[config.mk]
export PLATFORM = sky130hd
export DESIGN_NAME = decoder_4to16_sync_flat
export DESIGN_NICKNAME = d
export VERILOG_FILES = /design/src/rtl/decoder_4to16_sync_if.sv /design/src/rtl/decoder_4to16_sync.sv /design/src/flat_wrapper.sv
export SDC_FILE = /design/constraint.sdc
export NUM_CORES = 1
export LEC_CHECK = 0
export ABC_AREA = 1
export CORE_MARGIN = 5
export CORE_UTILIZATION = 45
export DETAILED_ROUTE_END_ITERATION = 6
export PLACE_DENSITY = 0.77
export SKIP_CTS_REPAIR_TIMING = 1
export SYNTH_ARGS = -nofsm -noshare
export SYNTH_HDL_FRONTEND = slang
export SYNTH_SLANG_ARGS = --single-unit
[constraint.sdc]
create_clock -name clk -period 1.6 [get_ports clk]
set_input_delay 0.16 -clock clk [delete_from_list [all_inputs] [get_ports clk]]
set_output_delay 0.16 -clock clk [all_outputs]
set_load 0.005 [all_outputs]
[src/rtl/decoder_4to16_sync_if.sv]
// Select/decode bus for the registered 4-to-16 decoder.
// The master drives the enable and index; the slave returns the one-hot and its valid flag.
interface decoder_4to16_sync_if;
  localparam int unsigned IDX_W = 4;
  localparam int unsigned OUT_W = 16;

  logic             en;
  logic [IDX_W-1:0] a;
  logic [OUT_W-1:0] d;
  logic             valid;

  modport master (
    output en,
    output a,
    input  d,
    input  valid
  );

  modport slave (
    input  en,
    input  a,
    output d,
    output valid
  );
endinterface

[src/rtl/decoder_4to16_sync.sv]
// Registered 4-to-16 one-hot decoder with enable and valid flag.
// ACTIVE_LOW inverts the whole output word, including its reset value.
module decoder_4to16_sync #(
  parameter bit ACTIVE_LOW = 1'b0
) (
  input  logic                 clk,
  input  logic                 rst_n,
  decoder_4to16_sync_if.slave  bus
);
  localparam int unsigned OUT_W = 16;
  localparam logic [OUT_W-1:0] POL_MASK = ACTIVE_LOW ? '1 : '0;

  logic [OUT_W-1:0] onehot_c;
  logic [OUT_W-1:0] d_q;
  logic             valid_q;

  // Decode is combinational only up to the output register; a never reaches d directly.
  always_comb begin
    onehot_c = OUT_W'(1) << bus.a;
  end

  // d holds its last decode while en is low; valid marks only freshly decoded cycles.
  always_ff @(posedge clk or negedge rst_n) begin
    if (!rst_n) begin
      d_q     <= POL_MASK;
      valid_q <= 1'b0;
    end else begin
      valid_q <= bus.en;
      if (bus.en) begin
        d_q <= onehot_c ^ POL_MASK;
      end
    end
  end

  assign bus.d     = d_q;
  assign bus.valid = valid_q;
endmodule

[src/flat_wrapper.sv]
// flat-port wrapper written by rule: the top's interface ports become plain ports
module decoder_4to16_sync_flat 
#(
  parameter bit ACTIVE_LOW = 1'b0
)
  (clk, rst_n, bus_en, bus_a, bus_d, bus_valid);
  decoder_4to16_sync_if bus_i ();
  input  logic clk;
  input  logic rst_n;
  input wire logic [$bits(bus_i.en)-1:0] bus_en;
  input wire logic [$bits(bus_i.a)-1:0] bus_a;
  output wire logic [$bits(bus_i.d)-1:0] bus_d;
  output wire logic [$bits(bus_i.valid)-1:0] bus_valid;
  assign bus_i.en = bus_en;
  assign bus_i.a = bus_a;
  assign bus_d = bus_i.d;
  assign bus_valid = bus_i.valid;
  decoder_4to16_sync #(.ACTIVE_LOW(ACTIVE_LOW)) u_core (.clk(clk), .rst_n(rst_n), .bus(bus_i));
endmodule
==> results of run 1 <==
-- final cells by class --
type / instances / area, um^2
Inverter: 6 / 23.77
Fill cell: 142 / 511.7
Timing Repair Buffer: 24 / 237.7
Tap cell: 16 / 20.02
Multi-Input combinational cell: 50 / 226.5
Clock buffer: 4 / 26.28
Sequential cell: 17 / 425.4
-- power by group through the flow --
stage / clock [uW] / sequential, uW / combinational, uW
floorplan: 0 / 462 / 35.4
global placement: 0 / 461 / 104
detailed placement: 0 / 461 / 105
CTS: 224 / 453 / 106
global route: 248 / 455 / 116
finish: 217 / 453 / 105
-- layer usage --
layer | share of wire | track usage | up-vias
met4 | 0.0091 | 0.06726 | 0
li1 | - | - | 295
met1 | 0.46 | 0.1534 | 266
met2 | 0.49 | 0.2039 | 11
met3 | 0.032 | 0.02141 | 2
met5 | 0 | 0 | -
-- registers in the layout (all words and copies together), names as in the netlist --
signal	count
u_core.bus.valid	1
u_core.bus.d	16
-- worst max path at each step --
stage,from,endpoint,slack (ns),cells after the start
6_report,u_core.bus.d[0]$_DFFE_PN0P_,bus_d[0],0.28,1
5_1_grt,u_core.bus.d[0]$_DFFE_PN0P_,bus_d[0],0.22,1
4_1_cts,u_core.bus.d[1]$_DFFE_PN0P_,bus_d[1],0.28,1
3_5_place_dp,bus_en,u_core.bus.d[4]$_DFFE_PN0P_,0.37,5
3_3_place_gp,bus_en,u_core.bus.d[4]$_DFFE_PN0P_,0.40,5
2_1_floorplan,u_core.bus.d[14]$_DFFE_PN0P_,u_core.bus.d[14]$_DFFE_PN0P_,0.99,2
-- cell usage in the layout (no fill, tap or decap), drive strengths merged --
cell,synthesis,final
buf,1,1
clkbuf,0,4
clkdlybuf4s50,0,23
clkinv,1,1
dfrtp,17,17
inv,5,5
nand2,26,26
nand3,12,12
nor2,4,4
o21ai,8,8
-- cell families (layout without fill, tap and decap cells) --
| logic type | after synthesis | in the layout | share of synthesized area |
|---|---|---|---|
| and+or+nand+nor | 42 | 42 | 0.2659 |
| DFF | 17 | 17 | 0.6193 |
| buffers and inverters | 7 | 34 | 0.05100 |
| AOI/OAI and AO/OA | 8 | 8 | 0.06375 |
-- stage by stage --
step           hold slack [ns]  power, uW  instances  area [um^2]    util
6_report                0.1896      774.3        117        959.7  0.6522
5_1_grt                 0.1969      818.0        117        959.7  0.6522
4_1_cts                 0.1940      783.2        117        959.7  0.6522
3_5_place_dp            0.4640      566.9        113        933.4  0.6344
3_3_place_gp            0.4655      564.7        113        933.4  0.6344
2_1_floorplan          -0.1356      497.9         74        686.9       -
==> impl_metrics.csv, run 1 <==
group,metric,value,unit
sta,fin_crit_sh,0.8261,
sta,slew_violations,0,
sta,fin_crit,1.322,ns
setup_path,start_kind,"register",
sta,hold_viol_final,0,
grt,grt_pass1_wl,2373,um
synthesis,syn_inst,74,
cts,tritoncts,"done",
route,num_vias,574,
power_and_ir_drop,p_switching,181.1,uW
cells_and_area,final_nets,109,
synthesis,synth.cell_area,686.9,um^2
synthesis,yosysWarnings,0,
cts,path_clk_slew,0.09,ns
synthesis,yosys.cell_count.top_type,"nand2_1",
power_and_ir_drop,p_leak,0.0004647,uW
power_and_ir_drop,p_seq_frac,0.585,
floorplan,chipWidth,49.07,um
floorplan,io_pins,24,
cts,cts_buffers,3,
place,port_buffers,23,
setup_path,path_max_fanout,2,
setup_path,rr_endpoint,"u_core.bus.d[15]$_DFFE_PN0P_",
cells_and_area,antennaDiodeCount,0,
synthesis,synth_edf_count,0,
synthesis,ys_types,13,
route,drt_iter0_markers,14,
floorplan,die_y,49.07,um
synthesis,synth_flop_cell,"dfrtp_1",
setup_path,endpoint_kind,"output port",
setup_path,cp_slowest_cell,"clkdlybuf4s50_1",
floorplan,core_area,0.001471,mm^2
cells_and_area,drive_above_1_share,0.09901,
grt,grt_pass1_vias,571,
run_status,status,"completed",
synthesis,synth_nets,81,
place,pre_cts_ws,0.3698,ns
route,avgViaCountPerCell,4.906,
sta,finClkSkew,0,ns
grt,overflow,0,
hold_path,hp-class,"in -> async",
route,drtPass1Iterations,4,
setup_path,crit_arrival,1.16,ns
grt,grt_max_degree,18,
sta,finalWorstSetupSlack,0.2782,ns
power_and_ir_drop,powerDensity,806.8,mW/mm^2
setup_path,cpPeakStageDelay,0.51,ns
sta,worst_slew_pin_slew,0.2886,ns
sta,setup_viol,0,
floorplan,die_area,0.002408,mm^2
grt,antenna_found_initial,0,
setup_path,crit_buf_inv,1,
synthesis,ys_top_cells_by_count,"nand2_1, dfrtp_1, nand3_1, o21ai_0",
run,drv_cap,0,
setup_path,worst_ep_required_time,1.44,ns
synthesis,synthArstFlopShare,1.000,
floorplan,row_count,14,
sta,rsz0062_at_grt,"false",
synthesis,ys_seq_area_frac,0.6193,
synthesis,synth_top_area_share,0.6193,
power_and_ir_drop,pwr-share-comb,0.135,
cts,clock_path_buffers,2,
cts,clk_latency,0.28,ns
power_and_ir_drop,switching_share,0.2338,
sta,setup_tns,0,ns
route,drcViolationCount,0,
place,routabilityCongestion,0.7623,
power_and_ir_drop,p_int,593.2,uW
grt,grt.total_usage,0.1246,
synthesis,ys_top_cells_by_area,"dfrtp_1, nand2_1, nand3_1",
route,wl,1432,um
place,hpwl,1109,um
setup_path,crit_family,"buffers and inverters",
cts,clock-root-buffer,"clkbuf_4",
synthesis,synth-seq-cells,17,
cts,htree_levels,1,
synthesis,avgSynthCellArea,9.283,um^2
power_and_ir_drop,pwr-share-clk,0.280,
sta,clock.fmax,0.7566,GHz
setup_path,rr_worst_depth,2,
route,avgRoutedWirePerCell,12.24,um
power_and_ir_drop,vdd.ir_drop.worst,464.4,uV
cells_and_area,synthToLayoutAreaGrowth,39.71,%
sta,slew_headroom,0.8073,
synthesis,yosysTopAreaCell,"dfrtp_1",
floorplan,start_util,0.4668,
cts,cts.sinks,17,
setup_path,rr_startpoint,"u_core.bus.d[15]$_DFFE_PN0P_",
setup_path,r2r_slack,0.95,ns
setup_path,setup.worst_path.class,"reg -> out",
setup_path,path_cells,"clkdlybuf4s50_1",
route,drt.antenna.violating_nets,0,
Note: power is estimated with default switching activity, not from simulation.
==> inputs of run 2 (changes only) <==
--- a/config.mk
+++ b/config.mk
@@ -7,9 +7,9 @@
 export LEC_CHECK = 0
 export ABC_AREA = 1
 export CORE_MARGIN = 5
-export CORE_UTILIZATION = 45
+export CORE_UTILIZATION = 38
 export DETAILED_ROUTE_END_ITERATION = 6
-export PLACE_DENSITY = 0.77
+export PLACE_DENSITY = 0.69
 export SKIP_CTS_REPAIR_TIMING = 1
 export SYNTH_ARGS = -nofsm -noshare
 export SYNTH_HDL_FRONTEND = slang
==> constraint.sdc (replaced) <==
create_clock -name clk -period 1.2 [get_ports clk]
set_input_delay 0.12 -clock clk [delete_from_list [all_inputs] [get_ports clk]]
set_output_delay 0.12 -clock clk [all_outputs]
set_load 0.005 [all_outputs]
==> run 2 against run 1 <==
Effect of this change: cell area increased by 10%; clock-buffer cell count unchanged; highest routed layer unchanged; register-to-register slack got worse by 0.48 ns; largest cell class unchanged.
==> impl_metrics.csv, run 2 (synthesis results as in run 1) <==
group,metric,value,unit
cts,clock_path_buffers,2,
floorplan,die_y,52.52,um
power_and_ir_drop,p_int,794.0,uW
power_and_ir_drop,switching_share,0.2419,
cells_and_area,design_area,0.001059,mm^2
setup_path,path_cells,"dlymetal6s2s_1",
cts,clk_latency,0.29,ns
cells_and_area,drive_above_1_share,0.1495,
setup_path,cp_slowest_cell,"dfrtp_1",
setup_path,rr_endpoint,"u_core.bus.d[11]$_DFFE_PN0P_",
sta,setup_tns,0,ns
sta,hold_slack,0.1391,ns
route,drtPass1Iterations,4,
route,drt.antenna.violating_nets,0,
cells_and_area,final_nets,115,
cells_and_area,fillers,145,
grt,overflow,0,
cells_and_area,layout_commonest_cell,"nand2_1",
setup_path,rr_startpoint,"u_core.bus.d[11]$_DFFE_PN0P_",
sta,finClkSkew,0,ns
cts,tritoncts,"done",
cts,path_clk_slew,0.09,ns
grt,grt_pass1_vias,537,
floorplan,core_area,0.001727,mm^2
floorplan,row_count,15,
hold_path,hp-class,"in -> async",
floorplan,die_area,0.002758,mm^2
setup_path,crit_buf_inv,1,
cts,htree_levels,1,
sta,setup_viol,0,
cells_and_area,synthToLayoutAreaGrowth,54.10,%
setup_path,worst_ep_required_time,1.08,ns
floorplan,chipWidth,52.52,um
place,hpwl,1128,um
cts,clock-root-buffer,"clkbuf_4",
cells_and_area,largest_register_ffs,16,
place,placed_cell_area,952.2,um^2
setup_path,crit_arrival,0.84,ns
cts,cts_buffers,3,
sta,finalWorstSetupSlack,0.2363,ns
power_and_ir_drop,pwr-share-clk,0.286,
grt,grt_max_degree,18,
route,wl,1598,um
route,avgRoutedWirePerCell,12.11,um
place,routabilityCongestion,0.8097,
route,avgViaCountPerCell,4.553,
sta,slew_violations,0,
floorplan,io_pins,24,
sta,clock.fmax,1.038,GHz
grt,grt_pass1_wl,2497,um
cts,cts.sinks,17,
setup_path,endpoint_kind,"output port",
setup_path,rr_worst_depth,3,
grt,grt.total_usage,0.1248,
sta,rsz0062_at_grt,"false",
setup_path,r2r_slack,0.47,ns
cells_and_area,final_cell_mix,"nand2_1, dlymetal6s2s_1, dfrtp_1",
setup_path,crit_family,"flip-flops",
route,drt_iter0_markers,19,
grt,antenna_found_initial,0,
sta,hold_viol_final,0,
route,drcViolationCount,0,
power_and_ir_drop,pwr-share-comb,0.139,
run,drv_cap,0,
place,port_buffers,23,
sta,worst_slew_pin_slew,0.2795,ns
power_and_ir_drop,vdd.ir_drop.worst,679.1,uV
power_and_ir_drop,powerDensity,989.5,mW/mm^2
sta,fin_crit_sh,0.8031,
run_status,status,"completed",
cells_and_area,antennaDiodeCount,0,
route,num_vias,601,
power_and_ir_drop,p_seq_frac,0.575,
setup_path,setup.worst_path.class,"reg -> out",
setup_path,start_kind,"register",
place,pre_cts_ws,-0.003994,ns
floorplan,start_util,0.3978,
power_and_ir_drop,p_switching,253.4,uW
sta,slew_headroom,0.8134,
setup_path,cpPeakStageDelay,0.40,ns
sta,fin_crit,0.9637,ns
setup_path,path_max_fanout,2,
power_and_ir_drop,p_leak,0.0007872,uW
==> run 2: changes by cell type in the layout (fill, tap and decap cells not counted), sizes merged <==
| cell | previous run | this run |
|---|---|---|
| dlymetal6s2s | 0 | 17 |
| buf | 1 | 7 |
| clkdlybuf4s50 | 23 | 6 |
==> run 2: worst max path at each step <==
stage	start	to	slack, ns	cells past startpoint
global route	u_core.bus.d[4]$_DFFE_PN0P_	bus_d[4]	0.19	1
global placement	bus_en	u_core.bus.d[2]$_DFFE_PN0P_	0.02	5
finish	u_core.bus.d[0]$_DFFE_PN0P_	bus_d[0]	0.24	1
CTS	u_core.bus.d[4]$_DFFE_PN0P_	bus_d[4]	-0.1	1
detailed placement	bus_en	u_core.bus.d[4]$_DFFE_PN0P_	-0.004	5
floorplan	u_core.bus.d[14]$_DFFE_PN0P_	u_core.bus.d[14]$_DFFE_PN0P_	0.59	2
==> run 2: cell type report <==
cell class / instances / area, um^2 / share of cell area
Clock buffer: 4 / 26.28 / 0.02482
Inverter: 6 / 23.77 / 0.02246
Multi-Input combinational cell: 50 / 226.5 / 0.2139
Sequential cell: 17 / 425.4 / 0.4019
Tap cell: 25 / 31.28 / 0.02955
Timing Repair Buffer: 30 / 325.3 / 0.3073
==> run 2: layer usage <==
layer	vias up	GRT usage	part of all wire
met5	-	0	0
met4	0	0.06383	0.025
met3	4	0.02279	0.073
met2	20	0.1694	0.44
met1	271	0.1856	0.46
li1	306	-	-
==> run 2: stage by stage <==
stage          cells    util  power (uW)
6_report         132  0.6130        1047
2_1_floorplan     74       -       663.9
3_5_place_dp     123  0.5514       758.9
3_3_place_gp     123  0.5514       757.5
5_1_grt          132  0.6130        1104
4_1_cts          127  0.5667        1055
==> run 2: power by group through the flow <==
stage / Sequential (uW) / Clock (uW) / Combinational, uW
CTS: 604 / 306 / 145
detailed placement: 615 / 0 / 144
finish: 602 / 299 / 146
global placement: 615 / 0 / 143
floorplan: 617 / 0 / 47.2
global route: 605 / 336 / 163
